$ cat src/rtl/fp_div_pkg.sv
// Shared types and helpers for the divider operand pre-normaliser.
package fp_div_pkg;

  typedef enum logic [1:0] {
    CLS_NORMAL = 2'd0,
    CLS_ZERO   = 2'd1,
    CLS_INF    = 2'd2,
    CLS_NAN    = 2'd3
  } res_class_t;

  // Width-independent part of an unpacked operand; consumers wrap it with sized fields.
  typedef struct packed {
    logic sign;
    logic zero;
    logic inf;
    logic nan;
  } fp_unpacked_t;

  function automatic int bias(input int exp_w);
    return (1 << (exp_w - 1)) - 1;
  endfunction

endpackage

$ cat src/rtl/fp_lzc.sv
// Combinational leading-zero counter; an all-zero input reports 0.
module fp_lzc #(
  parameter  int WIDTH = 24,
  localparam int CNT_W = (WIDTH > 1) ? $clog2(WIDTH) : 1
) (
  input  logic [WIDTH-1:0] din,
  output logic [CNT_W-1:0] cnt
);

  // Scanning upward lets the highest set bit win.
  always_comb begin
    cnt = '0;
    for (int i = 0; i < WIDTH; i++) begin
      if (din[i]) cnt = CNT_W'(WIDTH - 1 - i);
    end
  end

endmodule

$ cat src/rtl/fp_div_prenorm.sv
// Two-stage operand pre-normaliser feeding the SRT divider: unpack, LZC and
// classify in S1; shift mantissas and form the pre-rounding exponent in S2.
module fp_div_prenorm
  import fp_div_pkg::*;
#(
  parameter  int EXP_W = 8,
  parameter  int MAN_W = 23,
  localparam int W     = 1 + EXP_W + MAN_W,
  localparam int SIG_W = MAN_W + 1,
  localparam int SH_W  = $clog2(MAN_W + 1),
  localparam int RE_W  = EXP_W + 2
) (
  input  logic                   clk,
  input  logic                   rst,
  input  logic                   in_valid,
  output logic                   in_ready,
  input  logic [W-1:0]           dividend,
  input  logic [W-1:0]           divisor,
  output logic                   out_valid,
  input  logic                   out_ready,
  output logic [SIG_W-1:0]       dvd_man,
  output logic [SIG_W-1:0]       dvs_man,
  output logic [SH_W-1:0]        dvd_shift,
  output logic [SH_W-1:0]        dvs_shift,
  output logic signed [RE_W-1:0] res_exp,
  output logic                   res_sign,
  output logic [1:0]             res_class,
  output logic                   div_by_zero
);

  localparam int DVD = 1;
  localparam int DVS = 0;
  localparam logic [RE_W-1:0] BIAS_V = RE_W'(bias(EXP_W));

  typedef struct packed {
    fp_unpacked_t         flg;
    logic [SIG_W-1:0]     sig;
    logic [EXP_W-1:0]     eexp;
  } op_t;

  typedef struct packed {
    logic [1:0][SIG_W-1:0] sig;
    logic [1:0][SH_W-1:0]  sh;
    logic [1:0][EXP_W-1:0] eexp;
    logic                  sign;
    res_class_t            cls;
    logic                  dbz;
  } s1_t;

  typedef struct packed {
    logic [1:0][SIG_W-1:0] man;
    logic [1:0][SH_W-1:0]  sh;
    logic [RE_W-1:0]       rexp;
    logic                  sign;
    res_class_t            cls;
    logic                  dbz;
  } s2_t;

  logic [1:0][W-1:0]    op_raw;
  op_t  [1:0]           op;
  logic [1:0][SH_W-1:0] lz;

  assign op_raw[DVD] = dividend;
  assign op_raw[DVS] = divisor;

  for (genvar g = 0; g < 2; g++) begin : g_op
    logic [EXP_W-1:0] e;
    logic [MAN_W-1:0] f;
    logic             e_zero, e_ones, f_zero;

    assign e      = op_raw[g][W-2 -: EXP_W];
    assign f      = op_raw[g][MAN_W-1:0];
    assign e_zero = (e == '0);
    assign e_ones = &e;
    assign f_zero = (f == '0);
    assign op[g]  = {op_raw[g][W-1], e_zero & f_zero, e_ones & f_zero, e_ones & ~f_zero,
                     ~e_zero, f, e_zero ? EXP_W'(1) : e};

    fp_lzc #(.WIDTH(SIG_W)) u_lzc (.din(op[g].sig), .cnt(lz[g]));
  end

  function automatic logic [RE_W-1:0] norm_exp(input logic [EXP_W-1:0] e,
                                                input logic [SH_W-1:0]  s);
    return RE_W'(e) - RE_W'(s);
  endfunction

  fp_unpacked_t a, b;
  logic         a_fin_nz;
  res_class_t   cls_in;
  logic         dbz_in;

  always_comb begin
    a        = op[DVD].flg;
    b        = op[DVS].flg;
    a_fin_nz = ~a.zero & ~a.inf & ~a.nan;
    cls_in   = CLS_NORMAL;
    dbz_in   = 1'b0;
    if (a.nan | b.nan | (a.zero & b.zero) | (a.inf & b.inf)) begin
      cls_in = CLS_NAN;
    end else if (a.inf | (a_fin_nz & b.zero)) begin
      cls_in = CLS_INF;
      dbz_in = a_fin_nz & b.zero;
    end else if (a.zero | b.inf) begin
      cls_in = CLS_ZERO;
    end
  end

  logic s1_valid_q, s1_valid_d, s2_valid_q, s2_valid_d;
  logic s1_adv, s2_adv;
  s1_t  s1_q, s1_d;
  s2_t  s2_q, s2_d;

  always_comb begin
    s2_adv     = ~s2_valid_q | out_ready;
    s1_adv     = ~s1_valid_q | s2_adv;
    s1_valid_d = s1_adv ? in_valid : s1_valid_q;
    s2_valid_d = s2_adv ? s1_valid_q : s2_valid_q;

    // Data registers only load on a transfer so stalled stages hold steady.
    s1_d = s1_q;
    if (s1_adv && in_valid) begin
      for (int i = 0; i < 2; i++) begin
        s1_d.sig[i]  = op[i].sig;
        s1_d.sh[i]   = lz[i];
        s1_d.eexp[i] = op[i].eexp;
      end
      s1_d.sign = a.sign ^ b.sign;
      s1_d.cls  = cls_in;
      s1_d.dbz  = dbz_in;
    end

    s2_d = s2_q;
    if (s2_adv && s1_valid_q) begin
      for (int i = 0; i < 2; i++) begin
        s2_d.man[i] = s1_q.sig[i] << s1_q.sh[i];
        s2_d.sh[i]  = s1_q.sh[i];
      end
      s2_d.rexp = norm_exp(s1_q.eexp[DVD], s1_q.sh[DVD])
                - norm_exp(s1_q.eexp[DVS], s1_q.sh[DVS]) + BIAS_V;
      s2_d.sign = s1_q.sign;
      s2_d.cls  = s1_q.cls;
      s2_d.dbz  = s1_q.dbz;
    end
  end

  always_ff @(posedge clk) begin
    if (rst) begin
      s1_valid_q <= 1'b0;
      s2_valid_q <= 1'b0;
      s1_q       <= '0;
      s2_q       <= '0;
    end else begin
      s1_valid_q <= s1_valid_d;
      s2_valid_q <= s2_valid_d;
      s1_q       <= s1_d;
      s2_q       <= s2_d;
    end
  end

  assign in_ready    = s1_adv;
  assign out_valid   = s2_valid_q;
  assign dvd_man     = s2_q.man[DVD];
  assign dvs_man     = s2_q.man[DVS];
  assign dvd_shift   = s2_q.sh[DVD];
  assign dvs_shift   = s2_q.sh[DVS];
  assign res_exp     = $signed(s2_q.rexp);
  assign res_sign    = s2_q.sign;
  assign res_class   = s2_q.cls;
  assign div_by_zero = s2_q.dbz;

endmodule

$ cat config.mk
export PLATFORM = sky130hd
export DESIGN_NAME = fp_div_prenorm
export DESIGN_NICKNAME = d
export VERILOG_FILES = /design/src/rtl/fp_div_pkg.sv /design/src/rtl/fp_lzc.sv /design/src/rtl/fp_div_prenorm.sv
export SDC_FILE = /design/constraint.sdc
export NUM_CORES = 1
export LEC_CHECK = 0
export CORE_MARGIN = 4
export CORE_UTILIZATION = 55
export CTS_CLUSTER_SIZE = 16
export DETAILED_ROUTE_END_ITERATION = 8
export PLACE_DENSITY = 0.8
export SYNTH_ARGS = -nofsm -noshare
export SYNTH_HDL_FRONTEND = slang
export SYNTH_SLANG_ARGS = --single-unit
$ cat constraint.sdc
create_clock -name clk -period 4.5 [get_ports clk]
set_input_delay 1.125 -clock clk [delete_from_list [all_inputs] [get_ports clk]]
set_output_delay 1.125 -clock clk [all_outputs]
set_load 0.05 [all_outputs]
# Yosys cells after proc, flatten, opt, wreduce, memory -nomap -nowiden
# Index checks and enable logic that the tools add are counted.
[totals]
register_bits = 152
[op_classes]
n_addsub = 4
n_shift = 2
mux = 55
n_bitwise = 28
n_reduce_logical = 8
[ops]
columns = ["op", "n"]
rows = [
  ["5-bit two-way mux", 48],
  ["24-bit by 5-bit << shifter with 24-bit output", 2],
  ["23-bit zero test", 2],
  ["8-bit by 5-bit subtractor with 9-bit output", 2],
  ["8-bit zero test", 2],
  ["8-bit two-way mux", 2],
  ["8-bit AND reduction", 2],
  ["1-bit AND", 11],
  ["10-bit by 7-bit adder with 10-bit output (second input constant)", 1],
  ["9-bit by 9-bit subtractor with 10-bit output", 1],
  ["1-bit NOT", 9],
  ["1-bit OR", 7],
  ["2-bit two-way mux", 2],
  ["1-bit two-way mux", 3],
  ["1-bit logical AND", 2],
  ["1-bit bitwise XOR", 1],
]

# Longest topological paths before layout
# Gate-level depths: netlist of the first run.
[depth]
depth_word = 24
mapped_depth = 17
ltp_nobuf = 16

# Cells and area by module
# From an unflattened synthesis of the first run, not the netlist that was laid out.
[unflattened]
hier_cells = 1122
hier_area_um2 = 8698.3
[modules_own_cells]
columns = ["mod", "instances", "cells_each", "area_each_um2", "seq_area_each_um2"]
rows = [
  ["fp_div_prenorm", 1, 1026, 8157.8, 3042.9],
  ["fp_lzc", 2, 48, 270.3, 0.0],
]

# Worst setup path before layout of the first run
# No wires, ideal clock.
[synth_path]
path_type = "reg2reg"
from = "reg s1_q[21] (netlist name)"
to = "reg s2_q, in the netlist res_exp[8]"
t_arrival_ns = 3.859
required_time_ns = 4.383
path_slack_ns = 0.525
stages_incl_launch_ff = 17
path_buffers = 2
path_cell_list = "dfxtp_1 -> clkbuf_1 -> buf_1 -> inv_2 -> ha_1 -> nor2b_1 -> o21ai_0 -> a21boi_1 -> nor3_1 -> a2bb2oi_1 -> ha_1 -> ha_1 -> and3_1 -> a2111oi_0 -> a21oi_1 -> xor2_1 -> a22o_1"
[synth_between]
elab_chain_len = 3
[synth_lines]
columns = ["element", "line", "text"]
rows = [
  ["from (decl)", "fp_div_prenorm.sv:110", "s1_t s1_q, s1_d;"],
  ["from (signal assigned)", "fp_div_prenorm.sv:150", "s1_q <= '0;"],
  ["from (signal assigned)", "fp_div_prenorm.sv:155", "s1_q <= s1_d;"],
  ["8-bit by 5-bit subtractor with 9-bit output", "fp_div_prenorm.sv:84", "return RE_W'(e) - RE_W'(s);"],
  ["9-bit by 9-bit subtractor with 10-bit output", "fp_div_prenorm.sv:139", "- norm_exp(s1_q.eexp[DVS], s1_q.sh[DVS]) + BIAS_V;"],
  ["10-bit by 7-bit adder with 10-bit output", "fp_div_prenorm.sv:139", ""],
  ["to (signal assigned)", "fp_div_prenorm.sv:151", "s2_q <= '0;"],
  ["to (signal assigned)", "fp_div_prenorm.sv:156", "s2_q <= s2_d;"],
  ["to (decl)", "fp_div_prenorm.sv:111", "s2_t s2_q, s2_d;"],
]
# Every way passes these cells.
# A chain may end at the register's enable or synchronous reset.

# Worst setup path in the final report of the first run
[layout_path]
from = "reg s1_q[28] (netlist name)"
to = "reg s2_q, in the netlist res_exp[8]"
# The elaborated chain is that of the path after synthesis.

==> metrics.txt, run 1 <==
placer's final routability congestion estimate=0.995; share of power burned in combinational logic=18.6%; clock tree from TritonCTS=done; layout cell share with drive strength beyond 1=8.33%; Worst Setup Start Kind=flop; number of CTS-inserted buffers=17; count of TritonRoute iterations in the first routing pass=5; arrival time of data at the critical path endpoint=4.11 ns; post-CTS setup buffers=0; worst-margin pin slew=0.873 ns; die span in y=135 um; library cells used by synthesis=70; design internal power=2640 uW; worst rel slew slack=41.3%; Yosys top cell by area=dfxtp_1; number of global-route vias before repair=8,192; Max Clk Rate=0.264 GHz; maximum level of the CTS H-tree=4; number of cells upsized or downsized after cts=0; power density relative to cell area=336 nW/um2; period utilisation layout=84.2%; via count normalized by instance count=6.11; remaining antenna violation count after routing=0; diodes inserted=0; initial antenna violation count=0; Most used DFF post-synth=dfxtp_1; fin. max-slew vios=0; top area cells in the synthesized netlist=dfxtp_1 34%, nand2_1 9.1%, a21oi_1 6.7%, mux4_2 5.1%, mux2i_1 5.0%; buffer cell driving the clock tree root=clkbuf_16; shortest period the worst path allows=3.79 ns; CTS clock-pin slew for the worst setup and hold paths=0.07 ns; asr flop ratio synth=0%; Total Routed Length=26,200 um; final hold violations=0; outcome=completed; total half-perimeter wirelength after legalization and detailed placement=19,200 um; max capacitance violation total=0; number of warnings issued by yosys=0; met3 routing resource usage after global routing=4.68%; Max FO, Critical Path=11; global-route wire length before repair=42,000 um; number of clock sinks=152; x dimension of the die=135 um; met1 Use GR=41.4%; share of the yosys chip area belonging to registers=34.2%; startpoint-to-endpoint class of the critical path=reg2reg; busiest layer in global routing=met2; vias after detailed routing=8,728; area of the core=15,900 um2; accumulated negative setup slack=0 ns; leakage power of the design=0.00406 uW; clock insertion delay at the later pin of the skew report=0.43 ns; NumNets Final=1,297; synthesized cell area=8890 um2; flip-flop and latch count after synthesis=152; net switching share of the total power=29.1%; Post-synth EDFFs=0; number of input and output port buffers inserted=141; Final Instance Count excl. Fillers=1,428; maximum ir drop on the vdd rail=0.292 mV; GRT met2 Usage=43.8%; top cell type's share of synthesized area=34.2%; number of standard cells after synthesis=1,090; required time reported for the critical path endpoint=4.82 ns; starting density of the core=56.0%; portion of total power attributed to sequential cells=39.2%; post-synth net total=1,188; Worst Hold Class=reg2reg; residual overflow from global routing=0; post-DR wirelength/cell=18.4 um; crit path capture type=flop; post-cts hold buffer count=0; largest net degree at the start of global routing=99; number of I/O pins=142; unrepaired setup endpoints after global routing=no; Die Footprint=18,300 um2; post-synthesis average cell area=8.16 um2; final setup violating endpoints=0; Fin Clk Skew=0.00698 ns; net load switching power=1080 uW; Iteration-0 DRC Markers=874; relative contribution of the clock network to total power=42.2%; final routed DRC violation total=0; FP Rows=46; placed insts=1,396; area growth from synthesis to final layout=24.5%; clock buffer depth=2; global-route total usage across every layer=28.5%
==> area by class of cell <==
class / count / area, um2
sequential: 152 / 3040
inverter: 36 / 135
fill: 1326 / 4810
clock inverter: 15 / 215
tap: 216 / 270
timing repair buffer: 159 / 1560
multi-input combinational: 833 / 5430
clock buffer: 17 / 425
==> layout by cell type (no fill, tap or decap), types with 5 or more instances in the layout <==
master,synthesis,routed
a211oi_1,7,7
a21o_1,9,9
a21oi_1,119,119
a22o_1,9,9
a22oi_1,29,29
a2bb2oi_1,6,6
a31oi_1,8,8
a32oi_1,5,5
and2_1,7,7
and3_1,5,5
buf_4,0,18
clkbuf_16,0,17
clkdlybuf4s50_1,0,140
dfxtp_1,152,152
ha_1,27,27
inv_1,29,29
inv_2,7,7
mux2_1,23,23
mux2_2,12,12
mux2i_1,44,44
mux4_2,20,20
nand2_1,216,214
nand2b_1,12,12
nand3_1,12,12
nand4_1,11,11
nor2_1,77,77
nor2b_1,9,9
nor3_1,23,23
nor4_1,11,11
o21ai_0,18,18
o21ai_1,19,19
o22ai_1,6,6
o31ai_1,8,8
or4_1,12,12
xnor2_1,10,10
xor2_1,5,5
==> stage by stage <==
step           hold slack (ns)  power (uW)  util, %  instance area, um2  setup slack, ns
2_1_floorplan            0.432        1930        -                8890            0.525
3_3_place_gp             0.439        2160     65.7               10400            0.789
3_5_place_dp             0.444        2170     65.7               10400            0.770
4_1_cts                  0.454        3720     69.7               11100            0.754
5_1_grt                  0.467        3850     69.7               11100            0.569
6_report                 0.454        3720     69.7               11100            0.710
==> Yosys cell counts (8+ instances only) <==
cell type and number:
buf_1 8, mux2_2 12, a31oi_1 8, nand3_1 12, nor2_1 77, mux4_2 20
mux2i_1 44, buf_2 12, a21o_1 9, nand4_1 11, a21oi_1 119, mux2_1 23
nand2b_1 12, nor4_1 11, inv_1 29, nor2b_1 9, nand2_1 216, a22o_1 9
or4_1 12, clkbuf_1 46, o21ai_1 19, ha_1 27, nor3_1 23, o31ai_1 8
a22oi_1 29, o21ai_0 18, xnor2_1 10, dfxtp_1 152
==> routing by layer <==
metal  share of wire (%)  wire [um]  vias to the layer above
met1                  45      11900                     4149
met2                  45      11800                      404
met5                   0          0                        -
met4                 1.9        489                        0
li1                    -          -                     4136
met3                 7.8       2050                       39
==> path summary, 6_finish.rpt <==
kind | start | endpoint | slack, ns | cells past startpoint
worst max-delay path | s1_q[28] | res_exp[8] | 0.71 | 13
worst min-delay path | res_exp[4] | res_exp[4] | 0.45 | 2
worst max register to register | s1_q[28] | res_exp[8] | 0.71 | 13
worst min register to register | res_exp[4] | res_exp[4] | 0.45 | 2
==> flip-flops by register name, summed over array words and instances (netlist names) <==
register,cells
s1_q,78
dvd_man,24
dvs_man,24
res_exp,10
dvd_shift,5
dvs_shift,5
res_class,2
div_by_zero,1
out_valid,1
res_sign,1
s1_valid_q,1
==> power groups by stage <==
stage	Sequential (uW)	Combinational (uW)	Clock [uW]
after floorplan	1550	378	0
after global placement	1480	673	0
after detailed placement	1480	682	0
after CTS	1450	687	1580
after global routing	1460	753	1630
final	1460	693	1570
==> worst max-delay path, cell delays in order (launching register included) <==
cell and delay [ns]:
dfxtp_1 0.53, inv_2 0.18, ha_1 0.31, inv_1 0.05
a21oi_1 0.27, o21ai_1 0.14, o2bb2ai_1 0.15, ha_1 0.29
ha_1 0.35, and3_1 0.17, a2111oi_0 0.70, a21oi_1 0.18
xor2_1 0.17, a22o_1 0.19
==> logic make-up (layout without fill, tap and decap cells) <==
group                    count (synthesis)  count (layout)  share of synthesized area [%]
flip-flops                             152             152                           34.2
adder cells (fa/ha/maj)                 30              30                           4.48
AND/OR/NAND/NOR                        413             413                           21.0
AO/OA/AOI/OAI                          276             276                           19.5
buffers and inverters                  105             227                           4.90
multiplexers                            99              99                           14.5
XOR/XNOR                                15              15                           1.48
No activity file was read; power rests on OpenSTA's default activity.
==> run 2: changes to the inputs <==
Clock period 4.5 ns to 3.8 ns, I/O delays scaled along.
==> metrics.txt, run 2 (same netlist as run 1, synthesis figures left out) <==
outcome=completed; Worst Setup Start Kind=flop; final hold violations=0; clock tree from TritonCTS=done; via count normalized by instance count=6.07; commonest cells after routing, fill and taps aside=214 x nand2_1, 151 x dfxtp_1, 139 x clkdlybuf4s50_1; residual overflow from global routing=0; FP Rows=46; area growth from synthesis to final layout=24.5%; post-cts hold buffer count=0; x dimension of the die=135 um; series of cell instances along the critical path=inv_2 -> ha_1 -> nor2b_1 -> o21ai_0 -> a21boi_1 -> o21ai_0 -> a2bb2oi_1 -> ha_1 -> ha_1 -> and3_1 -> a2111oi_4 -> a21oi_1 -> xor2_1 -> a22o_1; largest net degree at the start of global routing=88; diodes inserted=0; initial antenna violation count=0; vias after detailed routing=8,680; buffer cell driving the clock tree root=clkbuf_16; shortest period the worst path allows=3.56 ns; clock insertion delay at the later pin of the skew report=0.43 ns; maximum level of the CTS H-tree=4; final setup violating endpoints=0; accumulated negative setup slack=0 ns; maximum ir drop on the vdd rail=0.340 mV; crit path capture type=flop; unrepaired setup endpoints after global routing=no; count of TritonRoute iterations in the first routing pass=5; power density relative to cell area=387 nW/um2; slowest stage cell, crit path=a2111oi_4; number of cells upsized or downsized after cts=0; register bank with the most flops=s1_q; Fin Clk Skew=0.00721 ns; startpoint-to-endpoint class of the critical path=reg2reg; starting density of the core=56.0%; Iteration-0 DRC Markers=993; crit-path leading delay family=compound AO/OA/AOI/OAI gates; number of CTS-inserted buffers=17; arrival time of data at the critical path endpoint=3.88 ns; global-route wire length before repair=41,500 um; Worst Setup Slack post-DPL=0.156 ns; Total Routed Length=26,700 um; post-CTS setup buffers=0; post-route worst setup slack=0.242 ns; number of input and output port buffers inserted=141; layout cell share with drive strength beyond 1=8.66%; placer's final routability congestion estimate=0.932; buffer and inverter count on the worst path=1; core occupancy in the finished layout=69.7%; remaining antenna violation count after routing=0; number of clock sinks=152; flip-flop count of the largest register, all copies and words added=78; Max Clk Rate=0.281 GHz; most frequent standard cell in the layout excluding fill and tap cells=nand2_1; leakage power of the design=0.00405 uW; final routed DRC violation total=0; Max FO, Critical Path=6; area of the core=15,900 um2; total half-perimeter wirelength after legalization and detailed placement=19,100 um; max capacitance violation total=0; maximum cell stage delay along the critical path=0.42 ns; fin. max-slew vios=0; worst-margin pin slew=0.818 ns; Worst Hold Class=reg2reg; number of global-route vias before repair=7,849; Die Footprint=18,300 um2; post-DR wirelength/cell=18.7 um; period utilisation layout=93.6%; top metal layer carrying routed signals=met4; die span in y=135 um; length of routed wiring on met1=12,300 um; clock buffer depth=2; NumNets Final=1,298; CTS clock-pin slew for the worst setup and hold paths=0.06 ns; global-route total usage across every layer=28.4%; worst rel slew slack=45.0%; routed length on met2=11,900 um; required time reported for the critical path endpoint=4.12 ns; most repeated library cell on the critical path=ha_1; routed length on met3=2120 um; number of I/O pins=142
==> run 2: routing by layer <==
layer | global-route usage [%] | vias up
li1 | - | 4142
met1 | 42.6 | 4109
met2 | 42.3 | 391
met3 | 5.01 | 38
met4 | 7.73 | 0
met5 | 0 | -
==> run 2: tightest hold or removal path, stage by stage, from the launching register on <==
cell and delay (ns):
dfxtp_1 0.31, nand2_1 0.05, nand2_1 0.04
==> run 2: path summary, 6_finish.rpt <==
kind                                  from  slack, ns  cells after the start    endpoint
worst max-delay path              s1_q[21]       0.24                     14  res_exp[8]
worst min-delay path            dvs_man[8]       0.45                      2  dvs_man[8]
worst max register to register    s1_q[21]       0.24                     14  res_exp[8]
worst min register to register  dvs_man[8]       0.45                      2  dvs_man[8]
==> run 2: power breakdown <==
group          switching, uW  internal [uW]  total, uW  leakage [uW]
registers               61.1           1660       1720       0.00124
clock network            752            957       1710      0.000286
logic                    498            351        849       0.00253
==> run 2: layout make-up <==
| type | count | area [um2] |
|---|---|---|
| multi-input combinational | 833 | 5440 |
| clock inverter | 13 | 134 |
| sequential | 152 | 3040 |
| tap | 216 | 270 |
| timing repair buffer | 160 | 1590 |
| fill | 1305 | 4820 |
| clock buffer | 19 | 453 |
| inverter | 36 | 135 |
==> run 2: per-stage QoR <==
step	area, um2	power, uW	cells	hold slack, ns
2_1_floorplan	8890	2280	1090	0.432
3_3_place_gp	10500	2560	1397	0.429
3_5_place_dp	10500	2570	1397	0.438
4_1_cts	11000	4270	1429	0.447
5_1_grt	11100	4430	1429	0.476
6_report	11100	4280	1429	0.446
==> run 3: changes to the inputs <==
Settings changed: CAP_MARGIN from default to 15, CORE_UTILIZATION 55 to 49, PLACE_DENSITY 0.8 to 0.75, SYNTH_HIERARCHICAL from default to 1.
Clock period 3.8 ns to 3.2 ns, I/O delays scaled along.
==> metrics.txt, run 3 <==
series of cell instances along the critical path=inv_1 -> ha_1 -> inv_1 -> fa_1 -> nand2_1 -> nand2_1 -> a21oi_2 -> nor2b_1 -> nor3_2 -> xnor2_1 -> ha_1 -> ha_4 -> or2_2 -> a21oi_1 -> nor3_1 -> nand3b_1; maximum level of the CTS H-tree=4; share of synthesized cell area in and, or, nand and nor gates=22.6%; most frequent standard cell in the layout excluding fill and tap cells=nand2_1; register bank with the most flops=s1_q; Total Routed Length=25,400 um; shortest period the worst path allows=3.02 ns; start point of the worst hold path=res_exp[5]; commonest cells in the synthesized netlist=236 x nand2_1, 152 x dfxtp_1, 138 x a21oi_1, 87 x nor2_1, 84 x mux2i_1; startpoint-to-endpoint class of the critical path=reg2reg; number of global-route vias before repair=7,875; area taken by multi-input logic gates=5330 um2; x dimension of the die=141 um; flip-flop and latch count after synthesis=152; number of CTS-inserted buffers=17; NumNets Final=1,333; Max FO, Critical Path=3; post-synthesis average cell area=7.75 um2; FP Rows=48; global-route wire length before repair=40,800 um; number of standard cells after synthesis=1,122; share of the yosys chip area belonging to registers=35.0%; combinational family with the most area after synthesis=simple AND/OR/NAND/NOR gates; number of clock sinks=152; count of TritonRoute iterations in the first routing pass=5; total half-perimeter wirelength after legalization and detailed placement=18,600 um; final setup violating endpoints=0; post-route standard cell area excluding fillers=11,000 um2; clock insertion delay at the later pin of the skew report=0.43 ns; vias after detailed routing=8,425; post-CTS setup buffers=0; buffer cell driving the clock tree root=clkbuf_16; Seq. cell area=3040 um2; Max Clk Rate=0.331 GHz; outcome=completed; depth of the worst register-to-register path=16; die span in y=141 um; layout cell share with drive strength beyond 1=7.85%; capture instance of the worst register-to-register path=res_exp[8]; starting density of the core=50.1%; via count normalized by instance count=5.72; crit path capture type=flop; Worst Setup Start Kind=flop; maximum ir drop on the vdd rail=0.328 mV; area growth from synthesis to final layout=26.7%; Post-synth EDFFs=0; library cells used by synthesis=56; remaining antenna violation count after routing=0; Placement Cell Area=10,300 um2; post-synthesis mux area share=13.0%; number of input and output port buffers inserted=141; top cell type's share of synthesized area=35.0%; filler instances=1,563; post-DR wirelength/cell=17.3 um; flip-flop count of the largest register, all copies and words added=78; slowest stage cell, crit path=fa_1; max capacitance violation total=0; number of warnings issued by yosys=6; worst-margin pin slew=0.721 ns; unrepaired setup endpoints after global routing=yes; Worst R2R Setup Slack=0.18 ns; Fin Clk Skew=0.00827 ns; area of the core=17,400 um2; clock buffer depth=2; post-synth net total=1,220; top area cells in the synthesized netlist=dfxtp_1 35%, nand2_1 10%, mux2i_1 9.7%, a21oi_1 7.9%, ha_1 3.9%; most frequently used cell type in the post-synthesis netlist=nand2_1; power density relative to cell area=476 nW/um2; Most used DFF post-synth=dfxtp_1; required time reported for the critical path endpoint=3.50 ns; number of I/O pins=142; synthesized cell area=8700 um2; commonest cells after routing, fill and taps aside=235 x nand2_1, 151 x dfxtp_1, 139 x clkdlybuf4s50_1; CTS clock-pin slew for the worst setup and hold paths=0.06 ns; post-layout total power=5250 uW; asr flop ratio synth=0%; Setup crit start=s1_q[4]; largest net degree at the start of global routing=74; final hold violations=0; leakage power of the design=0.00395 uW; worst rel slew slack=51.8%; Worst Hold Depth=2; Synth Area in Compound Gates=18.3%; RR Startpoint=s1_q[4]; Worst Hold Class=reg2reg; Hold Crit Endpoint=res_exp[5]; initial antenna violation count=0; Yosys top cell by area=dfxtp_1; diodes inserted=0; residual overflow from global routing=0; post-synthesis xor/xnor area fraction=1.71%; clock tree from TritonCTS=done; fin. max-slew vios=0; final routed DRC violation total=0; global-route total usage across every layer=25.3%; adder and majority cell fraction of the synthesized area=4.57%; arrival time of data at the critical path endpoint=3.32 ns; Die Footprint=19,900 um2; Iteration-0 DRC Markers=574; period utilisation layout=94.3%; placer's final routability congestion estimate=0.898; maximum cell stage delay along the critical path=0.40 ns
-- run 3: report_power, final --
part | leakage (uW) | switching [uW] | internal, uW
clock | 0.000305 | 824 | 1340
sequential | 0.00124 | 64.4 | 1980
combinational | 0.00240 | 610 | 442
total | 0.00395 | 1500 | 3750
-- run 3: cell families (layout without fill, tap and decap cells) --
logic type | Yosys count | in the layout
flip-flops | 152 | 152
AND/OR/NAND/NOR | 447 | 447
adder cells (fa/ha/maj) | 30 | 30
XOR/XNOR | 17 | 17
AO/OA/AOI/OAI | 273 | 273
buffers and inverters | 101 | 227
multiplexers | 102 | 102
-- run 3: cell type report --
type	instances	area share, %
Sequential cell	152	27.6
Clock buffer	19	4.02
Inverter	29	0.988
Clock inverter	13	1.75
Multi-Input combinational cell	869	48.4
Tap cell	225	2.55
Timing Repair Buffer	166	14.7
-- run 3: routing by layer --
metal / part of all wire [%] / track usage (%) / up-vias
met5: 0 / 0 / -
met4: 2.2 / 8.52 / 0
met3: 6.9 / 4.72 / 35
met2: 44 / 38.2 / 305
met1: 47 / 36.4 / 3909
li1: - / - / 4176
-- run 3: through the flow --
stage	instances	utilization [%]	hold WS [ns]	setup WS [ns]	TNS, ns
after floorplan	1122	-	0.429	0.00191	0
after global placement	1440	59.5	0.438	0.148	0
after detailed placement	1440	59.5	0.445	0.0789	0
after CTS	1472	63.2	0.451	0.0652	0
after global routing	1473	63.5	0.477	-0.0121	-0.0121
final	1473	63.5	0.455	0.182	0
-- run 3: worst max-delay path: cells and delay by family, from the launching register on --
kind                     cells  cell delay, ns
AO/OA/AOI/OAI                2            0.36
XOR/XNOR                     1            0.14
adder cells (fa/ha/maj)      4            1.10
buffers and inverters        2            0.11
flip-flops                   1            0.32
AND/OR/NAND/NOR              7            0.87
-- run 3: worst max path at each step --
stage	to	slack, ns	depth (start not counted)
2_1_floorplan	res_exp[9]	0.002	18
3_3_place_gp	res_exp[8]	0.15	16
3_5_place_dp	res_exp[8]	0.08	16
4_1_cts	res_exp[8]	0.07	16
5_1_grt	res_exp[7]	-0.01	17
6_report	res_exp[8]	0.18	16
-- run 3: repair_timing --
item | CTS | global route
endpoints found under the setup margin | 0 | 4
gates resized for setup | 0 | 8
hold buffers | 0 | 0
